[config.mk]
export PLATFORM = sky130hd
export DESIGN_NAME = imem_loader
export DESIGN_NICKNAME = d
export VERILOG_FILES = /design/src/rtl/imem_loader.sv
export SDC_FILE = /design/constraint.sdc
export NUM_CORES = 1
export LEC_CHECK = 0
export BUFFER_PORTS_ARGS = -buffer_cell sky130_fd_sc_hd__buf_2
export CAP_MARGIN = 25
export CORE_ASPECT_RATIO = 0.6
export CORE_MARGIN = 5
export CORE_UTILIZATION = 41
export DETAILED_ROUTE_END_ITERATION = 16
export PLACE_DENSITY = 0.72
export SLEW_MARGIN = 25
export SYNTH_ARGS = -nofsm -noshare
export SYNTH_HDL_FRONTEND = slang
export SYNTH_SLANG_ARGS = --single-unit
export TNS_END_PERCENT = 1
[constraint.sdc]
create_clock -name clk -period 5.3 [get_ports clk]
set_input_delay 1.59 -clock clk [delete_from_list [all_inputs] [get_ports clk]]
set_output_delay 1.59 -clock clk [all_outputs]
set_load 0.03 [all_outputs]
[src/rtl/imem_loader.sv]
// imem_loader: boot-time loader that assembles a little-endian byte stream
// into 32-bit words, writes them to instruction memory at consecutive word
// addresses, verifies an XOR checksum and holds the core in reset until a
// load completes cleanly.
module imem_loader #(
    parameter int Width = 32,
    parameter int Depth = 64
) (
    input  logic             clk,
    input  logic             rst_n,
    input  logic             start,
    input  logic             byte_valid,
    input  logic [7:0]       byte_data,
    output logic             byte_ready,
    output logic             we,
    output logic [Width-1:0] waddr,
    output logic [Width-1:0] wdata,
    output logic             busy,
    output logic             done,
    output logic             err,
    output logic             cpu_hold,
    output logic [7:0]       wcount
);

    typedef enum logic [2:0] {
        S_IDLE,
        S_LEN,
        S_DATA,
        S_CSUM,
        S_DONE,
        S_ERR
    } state_t;

    localparam logic [8:0] DEPTH_LIM = 9'(Depth);

    state_t           r_state;
    state_t           w_next;
    logic [7:0]       r_len;
    logic [1:0]       r_byte_idx;
    logic [7:0]       r_word_idx;
    logic [7:0]       r_wcount;
    logic [7:0]       r_csum;
    logic [23:0]      r_shift;
    logic             r_we;
    logic [Width-1:0] r_waddr;
    logic [Width-1:0] r_wdata;

    logic w_xfer;
    logic w_start_ok;
    logic w_len_bad;
    logic w_last_word;

    assign w_xfer      = byte_valid && byte_ready;
    assign w_start_ok  = start && ((r_state == S_IDLE) || (r_state == S_DONE) || (r_state == S_ERR));
    assign w_len_bad   = (byte_data == 8'd0) || ({1'b0, byte_data} > DEPTH_LIM);
    assign w_last_word = (r_byte_idx == 2'd3) && (8'(r_word_idx + 8'd1) == r_len);

    assign we     = r_we;
    assign waddr  = r_waddr;
    assign wdata  = r_wdata;
    assign wcount = r_wcount;

    // State register
    always_ff @(posedge clk or negedge rst_n) begin
        if (!rst_n) begin
            r_state <= S_IDLE;
        end else begin
            r_state <= w_next;
        end
    end

    // Next-state decode
    always_comb begin
        w_next = r_state;
        case (r_state)
            S_IDLE, S_DONE, S_ERR: begin
                if (start) w_next = S_LEN;
            end
            S_LEN: begin
                if (w_xfer) w_next = w_len_bad ? S_ERR : S_DATA;
            end
            S_DATA: begin
                if (w_xfer && w_last_word) w_next = S_CSUM;
            end
            S_CSUM: begin
                if (w_xfer) w_next = (byte_data == r_csum) ? S_DONE : S_ERR;
            end
            default: w_next = S_IDLE;
        endcase
    end

    // Status outputs, decoded from state only
    always_comb begin
        byte_ready = 1'b0;
        busy       = 1'b0;
        done       = 1'b0;
        err        = 1'b0;
        cpu_hold   = 1'b1;
        case (r_state)
            S_LEN, S_DATA, S_CSUM: begin
                byte_ready = 1'b1;
                busy       = 1'b1;
            end
            S_DONE: begin
                done     = 1'b1;
                cpu_hold = 1'b0;
            end
            S_ERR: begin
                err = 1'b1;
            end
            default: ;
        endcase
    end

    // Datapath: length latch, word assembly, checksum and write port
    always_ff @(posedge clk or negedge rst_n) begin
        if (!rst_n) begin
            r_len      <= '0;
            r_byte_idx <= '0;
            r_word_idx <= '0;
            r_wcount   <= '0;
            r_csum     <= '0;
            r_shift    <= '0;
            r_we       <= 1'b0;
            r_waddr    <= '0;
            r_wdata    <= '0;
        end else begin
            r_we <= 1'b0;
            if (w_start_ok) begin
                r_byte_idx <= '0;
                r_word_idx <= '0;
                r_wcount   <= '0;
                r_csum     <= '0;
            end
            if (w_xfer && (r_state == S_LEN)) begin
                r_len <= byte_data;
            end
            if (w_xfer && (r_state == S_DATA)) begin
                r_csum     <= r_csum ^ byte_data;
                r_byte_idx <= r_byte_idx + 2'd1;
                case (r_byte_idx)
                    2'd0:    r_shift[7:0]   <= byte_data;
                    2'd1:    r_shift[15:8]  <= byte_data;
                    2'd2:    r_shift[23:16] <= byte_data;
                    default: begin
                        // Lane 3 goes straight into the write register.
                        r_we       <= 1'b1;
                        r_waddr    <= Width'({r_word_idx, 2'b00});
                        r_wdata    <= Width'({byte_data, r_shift});
                        r_word_idx <= r_word_idx + 8'd1;
                        r_wcount   <= r_wcount + 8'd1;
                    end
                endcase
            end
        end
    end

endmodule

==> impl_metrics.csv <==
group,metric,value,unit
critical_path,worstPathMaxFanout,55,
synthesis,syn_inst,477,
power_and_ir_drop,leakagePower,2.86,nW
grt,grt_start_max_net_pins,78,
floorplan,start_util,42.1,%
timing,tightest_slew,0.832,ns
synthesis,yosysWarnings,0,
timing,clock.fmax,304,MHz
critical_path,path_class,"input port to register",
critical_path,cp.required,5.52,ns
synthesis,synth-seq-area-share,53.4,%
floorplan,rows,30,
critical_path,crit_path_end_kind,"register",
clocking,cts_root_buf,"clkbuf_16",
cells_and_area,drive_gt1_share,23.3,%
synthesis,ys_async_sr_fraction,100,%
timing,finalWorstSetupSlack,2.01,ns
detailed_routing,wl_per_cell,15.3,um
cells_and_area,fillers,1062,
job,maxCapViolCount,0,
clocking,clock-sinks,102,
clocking,clk_pin_slew,0.07,ns
timing,grt_setup_unrepaired,"no",
power_and_ir_drop,power,0.00192,W
grt,first_global_vias,3231,
clocking,hold_buffers,0,
power_and_ir_drop,p_per_area,358,nW/um2
timing,tns,0,ns
timing,hold_viol_final,0,
grt,grt_util_all_layers,15.9,%
grt,overflow,0,
clocking,cts_buffers,9,
synthesis,syn-mean-instance-area,10.0,um2
detailed_routing,drt_iter0_markers,187,
cells_and_area,areaGrowthSynthToFinish,12.4,%
synthesis,syn_area,4780,um2
clocking,post_cts_resized,0,
cells_and_area,layout.nets,548,
synthesis,synth_cell_types,47,
placed_design,place_ws,1.33,ns
placed_design,dpl.hpwl,7410,um
clocking,cts_tree,"built",
cells_and_area,final_common_cell,"nand2_1",
clocking,post-cts-setup-buffer-count,0,
cells_and_area,layout_common_cells,"nand2_1, dfrtp_1, buf_2, o21ai_0, mux2_2",
placed_design,numPortBuffers,65,
floorplan,coreArea,11300,um2
detailed_routing,drcViolationCount,0,
power_and_ir_drop,peakVddDrop,0.000316,V
timing,max_slew_margin,44.4,%
clocking,ctsHtreeMaxLevel,3,
detailed_routing,dr.pass1.iters,5,
timing,period_needed,3.29,ns
clocking,clock_latency,0.34,ns
grt,antenna_found_initial,0,
detailed_routing,wirelength,10600,um
critical_path,critical_path_arrival,3.51,ns
detailed_routing,via_per_inst,4.92,
timing,min_period_over_period,62.1,%
grt,grt_pass1_wl,17200,um
synthesis,synth_ff_type,"dfrtp_1",
floorplan,die_area,14000,um2
synthesis,synth_edf_count,0,
floorplan,die_h,93.6,um
detailed_routing,antenna_left,0,
run_status,status,"finished clean",
detailed_routing,vias,3412,
floorplan,ioPinCount,90,
hold_path,hp-class,"register to register",
cells_and_area,fin_area,5370,um2
synthesis,synth_seq_cells,102,
clocking,clock_path_buffers,2,
floorplan,die_w,149,um
timing,skew,0.00795,ns
placed_design,place_congestion,0.817,
timing,drv_slew,0,
placed_design,post_dp_cell_area,5060,um2
cells_and_area,num_antenna_cells,0,
critical_path,cp-start-kind,"input port",
timing,setup_violations,0,
[final timing paths]
check,start,end,slack (ns),cells after the start
max in group asynchronous,rst_n,r_csum[2]$_DFFE_PN0P_,3.21,2
worst min register to register,r_shift[9]$_DFFE_PN0P_,wdata[9]$_DFFE_PN0P_,0.46,2
worst max register to register,r_state[1]$_DFFE_PN0P_,wcount[5]$_DFF_PN0_,2.66,8
min in group asynchronous,rst_n,wdata[12]$_DFFE_PN0P_,1.27,1
worst max-delay path,byte_valid,wcount[5]$_DFF_PN0_,2.01,9
worst min-delay path,r_shift[9]$_DFFE_PN0P_,wdata[9]$_DFFE_PN0P_,0.46,2
[per-layer routing]
| metal | GRT usage (%) | vias to the layer above | wire length (um) |
|---|---|---|---|
| met5 | 0 | - | 0 |
| met4 | 4.27 | 0 | 89 |
| met3 | 5.47 | 6 | 644 |
| met2 | 22.2 | 90 | 4500 |
| met1 | 23.3 | 1686 | 5360 |
| li1 | - | 1630 | - |
[metrics by stage]
stage,std cells,hold WS [ns],utilization [%]
CTS,693,0.468,47.3
detailed placement,678,0.450,44.7
floorplan,500,0.433,-
global placement,678,0.451,44.7
finish,693,0.462,47.4
global route,693,0.485,47.4
[worst max-delay path, cell delays in order]
cell	delay [ns]
buf_2	0.12
nor4bb_2	0.20
buf_4	0.25
nand2_4	0.35
inv_2	0.15
buf_4	0.47
nand4_1	0.18
nand3_1	0.11
o21ai_0	0.09
[synthesized netlist by cell type, types with 3 or more instances]
library cell | instances | area (um2)
clkbuf_8 | 6 | 82.6
ha_1 | 7 | 87.6
nand3_1 | 11 | 55.1
dfrtp_1 | 102 | 2550
xnor2_1 | 14 | 123
nand2_1 | 149 | 559
xor2_1 | 7 | 61.3
and3_1 | 3 | 18.8
buf_4 | 25 | 188
nor2_1 | 18 | 67.6
inv_1 | 3 | 11.3
buf_2 | 6 | 30.0
mux2_2 | 32 | 360
o21ai_0 | 36 | 180
a31oi_1 | 3 | 18.8
clkbuf_1 | 12 | 45.0
nand4_1 | 6 | 37.5
[registers in the layout (all words and copies together) (netlist names)]
signal / flops
we: 1
r_state: 3
r_csum: 8
r_len: 8
waddr: 8
wdata: 32
wcount: 8
r_shift: 24
r_byte_idx: 2
r_word_idx: 8
[area by class of cell]
type / count / area [um2] / share of cell area (%)
multi-input cells: 344 / 1950 / 36.3
repair buffers: 68 / 354 / 6.59
clock inverters: 4 / 56.3 / 1.05
inverters: 4 / 15.0 / 0.280
clock buffers: 11 / 243 / 4.52
flip-flops and latches: 102 / 2550 / 47.5
well taps: 160 / 200 / 3.73
[report_power, final]
group	switching, W	total (W)	internal [W]
clock network	0.000281	0.000661	0.000380
logic	0.000207	0.000344	0.000137
registers	0.0000697	0.000919	0.000849
[cell families (layout without fill, tap and decap cells)]
logic type | count (synthesis) | in the layout | synth area share (%)
and+or+nand+nor | 205 | 205 | 18.6
DFF | 102 | 102 | 53.4
AOI/OAI and AO/OA | 54 | 54 | 6.63
buffers and inverters | 54 | 87 | 7.78
muxes | 33 | 33 | 7.75
xor gates and xnor gates | 21 | 21 | 3.85
adders and majority gates | 7 | 7 | 1.83
other | 1 | 24 | 0.0785
No activity file was read; power rests on OpenSTA's default activity.
